--- src/rtl/pll_reset_sequencer.sv ---
// pll_reset_sequencer
//   Brings up the PLL and releases the SoC reset. The PLL RESETB is pulsed low,
//   LOCK is synchronized and must stay high for a stable window, then the system
//   reset is held for a fixed time before release. A lock loss in RUN re-asserts
//   the system reset. A PLL that fails to lock within the timeout is re-pulsed.
//   Clocked by the board reference clock, never by the PLL output.
// Ports
//   clk            in   reference clock
//   reset          in   async active-high, forces reset values (PLL re-pulsed)
//   pll_locked     in   raw PLL LOCK, asynchronous to clk
//   clear_stats    in   sync pulse, zeroes lock_loss_cnt and retry_cnt
//   pll_resetb     out  PLL RESETB, active-low, low only in PLL_RST
//   sys_rst        out  SoC reset, active-high, low only in RUN
//   ready          out  high only in RUN
//   state          out  0 PLL_RST, 1 WAIT_LOCK, 2 STABLE, 3 HOLD, 4 RUN
//   lock_loss_cnt  out  RUN->WAIT_LOCK transitions, saturating
//   retry_cnt      out  lock-timeout retries, saturating
module pll_reset_sequencer #(
  parameter int SYNC_STAGES     = 2,
  parameter int PLL_RST_CYCLES  = 16,
  parameter int LOCK_TIMEOUT    = 65536,
  parameter int STABLE_CYCLES   = 1024,
  parameter int RST_HOLD_CYCLES = 256,
  parameter int CNT_W           = 8
) (
  input  logic             clk,
  input  logic             reset,
  input  logic             pll_locked,
  input  logic             clear_stats,
  output logic             pll_resetb,
  output logic             sys_rst,
  output logic             ready,
  output logic [2:0]       state,
  output logic [CNT_W-1:0] lock_loss_cnt,
  output logic [CNT_W-1:0] retry_cnt
);

  // Each timer only has to reach its parameter minus one, so $clog2 bits suffice.
  localparam int RC_W = (PLL_RST_CYCLES  > 1) ? $clog2(PLL_RST_CYCLES)  : 1;
  localparam int TO_W = (LOCK_TIMEOUT    > 1) ? $clog2(LOCK_TIMEOUT)    : 1;
  localparam int SC_W = (STABLE_CYCLES   > 1) ? $clog2(STABLE_CYCLES)   : 1;
  localparam int HC_W = (RST_HOLD_CYCLES > 1) ? $clog2(RST_HOLD_CYCLES) : 1;

  localparam logic [RC_W-1:0]  RST_LAST  = RC_W'(PLL_RST_CYCLES - 1);
  localparam logic [TO_W-1:0]  TO_LAST   = TO_W'(LOCK_TIMEOUT - 1);
  localparam logic [SC_W-1:0]  STAB_LAST = SC_W'(STABLE_CYCLES - 1);
  localparam logic [HC_W-1:0]  HOLD_LAST = HC_W'(RST_HOLD_CYCLES - 1);
  localparam logic [CNT_W-1:0] CNT_MAX   = '1;

  typedef enum logic [2:0] {
    S_PLL_RST   = 3'd0,
    S_WAIT_LOCK = 3'd1,
    S_STABLE    = 3'd2,
    S_HOLD      = 3'd3,
    S_RUN       = 3'd4
  } state_t;

  state_t                 st_r;
  logic [SYNC_STAGES-1:0] sync_r;
  logic                   locked_s;
  logic [RC_W-1:0]        rst_cnt_r;
  logic [TO_W-1:0]        to_cnt_r;
  logic [SC_W-1:0]        stab_cnt_r;
  logic [HC_W-1:0]        hold_cnt_r;
  logic                   timeout_s;
  logic                   loss_s;

  // LOCK synchronizer; the FSM only ever looks at the last stage.
  always_ff @(posedge clk or posedge reset) begin
    if (reset) begin
      sync_r <= '0;
    end else begin
      sync_r <= {sync_r[SYNC_STAGES-2:0], pll_locked};
    end
  end

  assign locked_s = sync_r[SYNC_STAGES-1];
  assign state    = st_r;

  // Timeout and lock-loss events, shared by the FSM and the statistics counters.
  always_comb begin
    timeout_s = 1'b0;
    loss_s    = 1'b0;
    if ((st_r == S_WAIT_LOCK) || (st_r == S_STABLE)) begin
      timeout_s = (to_cnt_r == TO_LAST);
    end else begin
      timeout_s = 1'b0;
    end
    if (st_r == S_RUN) begin
      loss_s = ~locked_s;
    end else begin
      loss_s = 1'b0;
    end
  end

  // Sequencer FSM; outputs are updated on the same edge as the state they decode.
  always_ff @(posedge clk or posedge reset) begin
    if (reset) begin
      st_r       <= S_PLL_RST;
      pll_resetb <= 1'b0;
      sys_rst    <= 1'b1;
      ready      <= 1'b0;
      rst_cnt_r  <= '0;
      to_cnt_r   <= '0;
      stab_cnt_r <= '0;
      hold_cnt_r <= '0;
    end else begin
      case (st_r)
        S_PLL_RST: begin
          if (rst_cnt_r == RST_LAST) begin
            st_r       <= S_WAIT_LOCK;
            pll_resetb <= 1'b1;
            to_cnt_r   <= '0;
          end else begin
            rst_cnt_r <= rst_cnt_r + 1'b1;
          end
        end
        S_WAIT_LOCK: begin
          // Timeout wins over any other transition on the same edge.
          if (timeout_s) begin
            st_r       <= S_PLL_RST;
            pll_resetb <= 1'b0;
            rst_cnt_r  <= '0;
          end else begin
            to_cnt_r <= to_cnt_r + 1'b1;
            if (locked_s) begin
              st_r       <= S_STABLE;
              stab_cnt_r <= '0;
            end
          end
        end
        S_STABLE: begin
          if (timeout_s) begin
            st_r       <= S_PLL_RST;
            pll_resetb <= 1'b0;
            rst_cnt_r  <= '0;
          end else begin
            // A glitch sends us back without clearing the timeout, so a
            // chattering LOCK still ends in a retry.
            to_cnt_r <= to_cnt_r + 1'b1;
            if (!locked_s) begin
              st_r <= S_WAIT_LOCK;
            end else if (stab_cnt_r == STAB_LAST) begin
              st_r       <= S_HOLD;
              hold_cnt_r <= '0;
            end else begin
              stab_cnt_r <= stab_cnt_r + 1'b1;
            end
          end
        end
        S_HOLD: begin
          if (!locked_s) begin
            st_r     <= S_WAIT_LOCK;
            to_cnt_r <= '0;
          end else if (hold_cnt_r == HOLD_LAST) begin
            st_r    <= S_RUN;
            sys_rst <= 1'b0;
            ready   <= 1'b1;
          end else begin
            hold_cnt_r <= hold_cnt_r + 1'b1;
          end
        end
        S_RUN: begin
          if (!locked_s) begin
            st_r     <= S_WAIT_LOCK;
            sys_rst  <= 1'b1;
            ready    <= 1'b0;
            to_cnt_r <= '0;
          end
        end
        default: begin
          st_r       <= S_PLL_RST;
          pll_resetb <= 1'b0;
          sys_rst    <= 1'b1;
          ready      <= 1'b0;
          rst_cnt_r  <= '0;
        end
      endcase
    end
  end

  // Saturating statistics; clear_stats beats an increment on the same edge.
  always_ff @(posedge clk or posedge reset) begin
    if (reset) begin
      lock_loss_cnt <= '0;
      retry_cnt     <= '0;
    end else if (clear_stats) begin
      lock_loss_cnt <= '0;
      retry_cnt     <= '0;
    end else begin
      if (loss_s && (lock_loss_cnt != CNT_MAX)) begin
        lock_loss_cnt <= lock_loss_cnt + 1'b1;
      end
      if (timeout_s && (retry_cnt != CNT_MAX)) begin
        retry_cnt <= retry_cnt + 1'b1;
      end
    end
  end

endmodule

--- config.mk ---
export PLATFORM = sky130hd
export DESIGN_NAME = pll_reset_sequencer
export DESIGN_NICKNAME = d
export VERILOG_FILES = /design/src/rtl/pll_reset_sequencer.sv
export SDC_FILE = /design/constraint.sdc
export NUM_CORES = 1
export LEC_CHECK = 0
export ABC_AREA = 0
export BUFFER_PORTS_ARGS = -buffer_cell sky130_fd_sc_hd__buf_2
export CAP_MARGIN = 15
export CELL_PAD_IN_SITES_DETAIL_PLACEMENT = 1
export CELL_PAD_IN_SITES_GLOBAL_PLACEMENT = 1
export CORE_ASPECT_RATIO = 0.75
export CORE_UTILIZATION = 44
export CTS_BUF_LIST = sky130_fd_sc_hd__clkbuf_4 sky130_fd_sc_hd__clkbuf_8
export DETAILED_ROUTE_END_ITERATION = 6
export GPL_TIMING_DRIVEN = 0
export PLACE_DENSITY_LB_ADDON = 0.1
export SYNTH_ARGS = -nofsm -noshare
export SYNTH_HDL_FRONTEND = slang
export SYNTH_SLANG_ARGS = --single-unit
--- constraint.sdc ---
create_clock -name clk -period 1.8 [get_ports clk]
set_input_delay 0.09 -clock clk [delete_from_list [all_inputs] [get_ports clk]]
set_output_delay 0.09 -clock clk [all_outputs]
set_load 0.03 [all_outputs]
# Word level (Yosys, flattened, before mapping)
# Index checks and enable logic that the tools add are counted.
[totals]
ff_bits = 62
inputBits = 4
romBits = 0
n_memories = 0
out_inout_bits = 22
latchBits = 0
ramBits = 0
[op_classes]
shifts = 0
n_addsub = 6
n_reduce_logical = 19
n_mul = 0
order_cmp = 0
bitwise = 3
div_mod_pow = 0
muxes = 46
eq_ne = 28
[ops]
columns = ["op", "count"]
rows = [
  ["8-bit two-way mux", 9],
  ["10-bit two-way mux", 5],
  ["16-bit two-way mux", 3],
  ["16-bit one-hot mux with 3 select lines", 1],
  ["3-bit two-way mux", 9],
  ["2-bit != test (second input constant)", 13],
  ["8-bit by 1-bit adder with 8-bit output (second input constant)", 3],
  ["10-bit one-hot mux with 2 select lines", 1],
  ["16-bit by 1-bit adder with 16-bit output (second input constant)", 1],
  ["16-bit == test (second input constant)", 1],
  ["8-bit != test (second input constant)", 2],
  ["8-bit one-hot mux with 2 select lines", 1],
  ["3-bit one-hot mux with 5 select lines", 1],
  ["4-bit one-hot mux with 3 select lines", 1],
  ["6-bit AND reduction", 2],
  ["10-bit by 1-bit adder with 10-bit output (second input constant)", 1],
  ["10-bit == test (second input constant)", 1],
  ["1-bit two-way mux", 10],
  ["1-bit one-hot mux with 3 select lines", 3],
  ["8-bit == test (second input constant)", 1],
  ["4-bit two-way mux", 2],
  ["4-bit AND reduction", 2],
  ["2-bit nonzero test", 4],
  ["3-bit by 2-bit == test with 1-bit output (second input constant)", 2],
  ["other kinds (16)", 23],
]

# Depth between registers and ports, before layout
# Gate-level depths: netlist of the first run.
[depth]
ltp_word = 6
mapped_depth = 7
ltp_nobuf = 6

# Least setup slack after synthesis of the first run
# No wires, ideal clock.
[synth_timing]
path_kind = "register -> register"
from = "register st_r[1] (netlist: state[1])"
to = "register to_cnt_r[12]"
t_required_ns = 1.675
period_less_slack_ns = 2.088
setup_slack_ns = -0.288
stages_incl_launch_ff = 6
setup_ns = 0.125
t_arrival_ns = 1.963
path_buffers = 0
cell_sequence = "dfrtp_1 -> nand2b_1 -> a21o_1 -> or4_1 -> nor2_1 -> mux2_2"
[synth_via]
elab_chain_len = 5
[synth_lines]
columns = ["item", "line", "rtl"]
rows = [
  ["start, declared", "58", "state_t st_r;"],
  ["start signal, assigned", "99", "st_r <= S_PLL_RST;"],
  ["start signal, assigned", "111", "st_r <= S_WAIT_LOCK;"],
  ["start signal, assigned", "121", "st_r <= S_PLL_RST;"],
  ["3-bit by 1-bit == test with 1-bit output / 3-bit by 2-bit == test with 1-bit output (equally long branches)", "84, 108", ""],
  ["1-bit logical OR", "84", "if ((st_r == S_WAIT_LOCK) || (st_r == S_STABLE)) begin"],
  ["1-bit two-way mux", "84", ""],
  ["2-bit != test (no line)", "--", ""],
  ["4-bit AND reduction (no line)", "--", ""],
  ["end signal, assigned", "125", "to_cnt_r <= to_cnt_r + 1'b1;"],
  ["end signal, assigned", "140", "to_cnt_r <= to_cnt_r + 1'b1;"],
  ["end, declared", "62", "logic [TO_W-1:0] to_cnt_r;"],
]
# Several ways; a longest one is shown, not always the timed one.
# A chain may end at the register's enable or synchronous reset.

# Final worst setup path of the first run
[layout_timing]
from = "register to_cnt_r[7]"
to = "register rst_cnt_r[3]"
[layout_via]
elab_chain_len = 4
[layout_lines]
columns = ["item", "line", "rtl"]
rows = [
  ["16-bit == test", "85", "timeout_s = (to_cnt_r == TO_LAST);"],
  ["1-bit two-way mux", "84", ""],
  ["2-bit by 1-bit != test with 1-bit output (no line)", "--", ""],
  ["3-bit AND reduction (no line)", "--", ""],
  ["end signal, assigned", "115", "rst_cnt_r <= rst_cnt_r + 1'b1;"],
  ["end, declared", "61", "logic [RC_W-1:0] rst_cnt_r;"],
]
# No other way between the ends.

==> impl_metrics.json, run 1 <==
{
  "status": "finished with violations",
  "violations": "setup timing",
  "wire_per_inst_um": 22.0,
  "seq_area_frac_synth": 0.458,
  "yosys.area.top_type": "dfrtp_1",
  "grt-ovfl-total": 0,
  "drt_iter0_drc": 151,
  "clkTransAtPathRegs_ns": 0.07,
  "tightest_slew_ns": 0.577,
  "area_growth_pct": 41.6,
  "synth_cell_type_count": 53,
  "synthArstFlopShare": 1.00,
  "cts_max_path_buffers": 2,
  "via_per_inst": 6.05,
  "synth_top_area_frac": 0.450,
  "p_clk_frac": 0.237,
  "synth_mux_area_frac": 0.0159,
  "dpl.cell_count": 487,
  "syn_area_mm2": 0.00339,
  "yosysWarningCount": 0,
  "hpwl_um": 6010,
  "grt_pass1_wl_um": 17300,
  "fin_skew_ns": 0.0128,
  "io_pins": 26,
  "pwr-share-seq": 0.347,
  "wl_met1_um": 5410,
  "powerDensity_mw_per_mm2": 1060,
  "slew_headroom": 0.615,
  "synth-xor-area-share": 0.0672,
  "numClockSinks": 62,
  "grt_start_max_net_pins": 39,
  "rsz0062_at_grt": "true",
  "drv_slew": 0,
  "synth_nets": 371,
  "fin_crit_sh": 1.21,
  "num_rows": 27,
  "clk_latency_ns": 0.36,
  "power.switching_mw": 2.00,
  "synth_compound_area_frac": 0.146,
  "synth_edf_count": 0,
  "min_path_type": "in2reg",
  "crit_path_end_kind": "register",
  "root_buffer": "clkbuf_8",
  "cts_tree": "yes",
  "dr.pass1.iters": 5,
  "numCtsBuffers": 9,
  "initial_core_util": 0.458,
  "grt_antenna_before_repair": 0,
  "port_buffers": 24,
  "htree_levels": 3,
  "synthAdderAreaFrac": 0.0221,
  "die_x_um": 103,
  "route.met2.wl_um": 5750,
  "die_area_mm2": 0.00806,
  "combPwrFrac": 0.416,
  "final-hold-violation-count": 0,
  "yosys.area_share.simple": 0.264,
  "n_antenna_cell": 0,
  "num_vias": 3271,
  "ir_drop_mv": 0.655,
  "swShare": 0.394,
  "internal_power_mw": 3.08,
  "topRoutingLayerUsed": "met4",
  "synth_cells": 361,
  "drive_gt1_frac": 0.405,
  "worst-path-max-fanout": 5,
  "max_freq_ghz": 0.458,
  "nNetsFinal": 446,
  "placed_area_mm2": 0.00374,
  "synth_top_family_by_area": "simple AND/OR/NAND/NOR gates",
  "fillers": 787,
  "ant_nets": 0,
  "gp_congestion": 0.759,
  "synth_area_leaders": "dfrtp_1 (45%), nor2_1 (5.3%), o21ai_0 (4.6%)",
  "avgSynthCellArea_um2": 9.39,
  "startpoint_type": "register",
  "min_period_ns": 2.18,
  "crit_required_ns": 2.08,
  "max-cap-violations": 0,
  "arrival_ns": 2.46,
  "crit_type": "reg2reg",
  "final.setup.worst_slack_ns": -0.384,
  "synth-seq-cells": 62,
  "die_h_um": 78.0,
  "routed_wl_um": 11900,
  "track_usage": 0.289,
  "final-setup-viol-count": 49,
  "design_area_mm2": 0.00480,
  "ys.flop_type": "dfrtp_1",
  "power_leakage_nw": 2.02,
  "stdcell_count": 541,
  "drc": 0,
  "core_mm2": 0.00740,
  "met3_length_um": 460,
  "grt_pass1_vias": 3208
}
==> flip-flops by register name, indices dropped and copies added (netlist names) <==
register / count
sync_r: 2
ready: 1
hold_cnt_r: 8
lock_loss_cnt: 8
rst_cnt_r: 4
stab_cnt_r: 10
state: 3
sys_rst: 1
pll_resetb: 1
retry_cnt: 8
to_cnt_r: 16
==> Yosys cell counts (5+ instances only) <==
master,n
o31ai_1,10
nand2b_1,5
xnor2_1,16
nor3_1,12
and3_1,7
nor2_1,48
xor2_1,10
inv_1,8
nand3_1,24
a21oi_1,8
nand2_1,28
dfrtp_1,61
ha_1,6
a31oi_1,7
nor4_2,5
o21ai_0,31
nand4_1,7
clkbuf_1,12
==> through the flow <==
stage	TNS, ns	power (mW)	setup WS [ns]	hold WS [ns]	util
after floorplan	-2.03	2.65	-0.153	0.121	-
after global placement	-56.06	2.93	-0.913	0.200	0.503
after detailed placement	-14.66	2.99	-0.567	0.177	0.505
after CTS	-5.18	4.58	-0.290	0.0706	0.607
after global routing	-12.70	5.28	-0.433	0.0965	0.649
final	-10.39	5.08	-0.384	0.0778	0.649
==> logic make-up after synthesis <==
logic type               count (synthesis)
AND/OR/NAND/NOR                        165
XOR/XNOR                                26
flip-flops                              62
adder cells (fa/ha/maj)                  6
AO/OA/AOI/OAI                           75
buffers and inverters                   22
multiplexers                             5
==> per-layer routing <==
layer  GRT usage  vias up
li1            -     1478
met1       0.401     1676
met3      0.0846       27
met4      0.0732        0
met5           0        -
met2       0.440       90
==> cells in the final DEF (no fill, tap or decap), drive strengths merged, types with 9 or more instances in the layout <==
cell type	count
buf	68
xor2	10
nor4	10
o31ai	10
nand4	9
o21ai	31
clkbuf	21
nor3	12
dfrtp	61
nor2	48
nand3	24
xnor2	16
nand2	28
==> final timing paths <==
| kind | depth (start not counted) | slack [ns] | end | from |
|---|---|---|---|---|
| setup / recovery | 7 | -0.38 | rst_cnt_r[3] | to_cnt_r[7] |
| hold / removal | 2 | 0.08 | lock_loss_cnt[4] | clear_stats |
| setup reg to reg | 7 | -0.38 | rst_cnt_r[3] | to_cnt_r[7] |
| hold reg to reg | 0 | 0.35 | sync_r[1] | sync_r[0] |
| max in group asynchronous | 4 | 0.83 | state[1] | reset |
| min in group asynchronous | 3 | 0.35 | lock_loss_cnt[5] | reset |
==> what timing repair did <==
action / in CTS / in global routing
pin swaps: 52 / 35
hold buffers: 2 / 0
buffers inserted: 22 / 17
resized for setup: 96 / 51
setup endpoints to repair: 54 / 51
endpoints found under the hold margin: 24 / 0
cloned: 2 / 0
==> critical path: stages, from the launching register on <==
cell and delay (ns):
dfrtp_1 0.51, nand4_1 0.23, buf_6 0.19, o41ai_4 0.33, buf_6 0.17, nor2_4 0.04, or4b_4 0.48, a21oi_2 0.15
==> power by group through the flow <==
stage | logic (mW) | registers, mW | clock network, mW
finish | 2.11 | 1.76 | 1.20
global route | 2.25 | 1.78 | 1.26
global placement | 1.16 | 1.77 | 0
detailed placement | 1.21 | 1.78 | 0
floorplan | 0.881 | 1.77 | 0
CTS | 1.64 | 1.75 | 1.20
==> cell type report <==
cell class              count  area [um^2]  area share
clock buffers              14          180      0.0375
flip-flops and latches     62         1560       0.326
well taps                 101          126      0.0263
clock inverters             1         5.00     0.00104
plain buffers              12          111      0.0232
multi-input cells         278         2260       0.472
repair buffers             65          518       0.108
inverters                   8         30.0     0.00626
Power figures use the tool's default switching activity.
==> run 2, diff against run 1 <==
--- a/config.mk
+++ b/config.mk
@@ -10,7 +10,7 @@
 export CAP_MARGIN = 15
 export CELL_PAD_IN_SITES_DETAIL_PLACEMENT = 1
 export CELL_PAD_IN_SITES_GLOBAL_PLACEMENT = 1
-export CORE_ASPECT_RATIO = 0.75
+export CORE_ASPECT_RATIO = 0.8
 export CORE_UTILIZATION = 44
 export CTS_BUF_LIST = sky130_fd_sc_hd__clkbuf_4 sky130_fd_sc_hd__clkbuf_8
 export DETAILED_ROUTE_END_ITERATION = 6
==> impl_metrics.json, run 2 (synthesis results as in run 1) <==
{
  "gp_congestion": 0.763,
  "status": "finished with violations",
  "hold_start": "clear_stats",
  "track_usage": 0.284,
  "fin_crit_sh": 1.14,
  "ir_drop_mv": 0.668,
  "drive_gt1_frac": 0.414,
  "die_x_um": 100,
  "path_cells": "nand4_4 -> or4_4 -> buf_12 -> buf_8 -> nand4_1 -> xor2_1 -> nor2_1",
  "wire_per_inst_um": 23.0,
  "root_buffer": "clkbuf_8",
  "core_mm2": 0.00743,
  "num_vias": 3390,
  "r2r_slack_ns": -0.25,
  "powerDensity_mw_per_mm2": 1120,
  "final_common_cell": "dfrtp_1",
  "nNetsFinal": 452,
  "min_period_ns": 2.05,
  "clk_latency_ns": 0.37,
  "stdcell_count": 552,
  "final.setup.worst_slack_ns": -0.251,
  "cts_tree": "yes",
  "crit_path_end_kind": "register",
  "routed_wl_um": 12700,
  "worst-path-max-fanout": 6,
  "final-setup-viol-count": 49,
  "drv_slew": 0,
  "num_rows": 28,
  "power_leakage_nw": 2.09,
  "numClockSinks": 62,
  "largest_reg_flops": 16,
  "drt_iter0_drc": 144,
  "min_path_type": "in2reg",
  "violations": "setup timing",
  "setup_tns_ns": -6.60,
  "die_area_mm2": 0.00806,
  "largest_registers": "to_cnt_r (16), stab_cnt_r (10)",
  "slowest_stage": "or4_4",
  "ant_nets": 0,
  "grt_start_max_net_pins": 33,
  "multiInputGateArea_mm2": 0.00228,
  "ff_latch_area_mm2": 0.00157,
  "critPathMaxStageDelay_ns": 0.63,
  "numCtsBuffers": 9,
  "critical_path.startpoint": "to_cnt_r[6]",
  "reg2reg_from": "to_cnt_r[6]",
  "dpl.cell_count": 491,
  "final_cell_mix": "dfrtp_1 (51), nor2_1 (43), buf_4 (33)",
  "area_growth_pct": 45.0,
  "fin_util": 0.662,
  "via_per_inst": 6.14,
  "max_freq_ghz": 0.488,
  "power.total_mw": 5.51,
  "grt_pass1_vias": 3320,
  "die_h_um": 80.5,
  "rsz0062_at_grt": "true",
  "fillers": 807,
  "initial_core_util": 0.456,
  "htree_levels": 3,
  "crit_required_ns": 2.05,
  "io_pins": 26,
  "grt-ovfl-total": 0,
  "grt_pass1_wl_um": 17400,
  "startpoint_type": "register",
  "dr.pass1.iters": 4,
  "hpwl_um": 6260,
  "port_buffers": 24,
  "final-hold-violation-count": 0,
  "cts_max_path_buffers": 2,
  "grt_antenna_before_repair": 0,
  "clkTransAtPathRegs_ns": 0.08,
  "fin_skew_ns": 0.0159,
  "drc": 0,
  "max-cap-violations": 0,
  "crit_type": "reg2reg",
  "slew_headroom": 0.518,
  "arrival_ns": 2.30,
  "n_antenna_cell": 0,
  "top_register": "to_cnt_r",
  "tightest_slew_ns": 0.722
}
run 2: cell count changes in the layout (fill, tap and decap cells not counted), moves of 3 or more:
cell,previous run,this run
buf_6,12,9
o21ai_1,11,14
o31ai_1,3,6
buf_4,24,33
run 2: report_power, final:
group	internal (mW)	leakage, nW	switching [mW]
logic	0.939	1.15	1.35
registers	1.56	0.821	0.220
clock network	0.844	0.117	0.593
run 2: final cells by class:
cell class	count	share of cell area
multi-input cells	278	0.464
clock inverters	4	0.0143
well taps	105	0.0267
inverters	8	0.00611
repair buffers	71	0.114
flip-flops and latches	62	0.319
clock buffers	12	0.0311
plain buffers	12	0.0252
run 2: routing by layer:
metal,share of wire,global-route usage,up-vias,wire (um)
met5,0,0,-,0
met4,0.035,0.100,0,440
met3,0.046,0.0496,40,587
met2,0.49,0.473,123,6240
met1,0.43,0.372,1745,5450
li1,-,-,1482,-
run 2: worst paths after layout:
path,to,cells past startpoint
min,lock_loss_cnt[4],2
max reg2reg,to_cnt_r[4],7
max in group asynchronous,sys_rst,4
min in group asynchronous,rst_cnt_r[1],3
max,to_cnt_r[4],7
min reg2reg,sync_r[1],0
run 2: through the flow:
| step | hold slack, ns | setup slack, ns | cell area [um^2] |
|---|---|---|---|
| global route | 0.133 | -0.307 | 4910 |
| CTS | 0.0894 | -0.333 | 4540 |
| detailed placement | 0.200 | -0.566 | 3740 |
| global placement | 0.199 | -0.959 | 3720 |
| finish | 0.101 | -0.251 | 4910 |
| floorplan | 0.121 | -0.153 | 3470 |
run 2: timing repair:
| item | in CTS | in global routing |
|---|---|---|
| pin swaps | 65 | 34 |
| setup buffers | 25 | 21 |
| endpoints found under the hold margin | 32 | 0 |
| gates resized for setup | 94 | 58 |
| hold buffers | 2 | 0 |
| endpoints found under the setup margin | 52 | 53 |
| cloned | 2 | 0 |
run 2: critical path, delay by kind of cell (launching register included):
| kind | cells | cell delay, ns |
|---|---|---|
| and+or+nand+nor | 4 | 0.96 |
| xor gates and xnor gates | 1 | 0.19 |
| buffers and inverters | 2 | 0.31 |
| DFF | 1 | 0.46 |
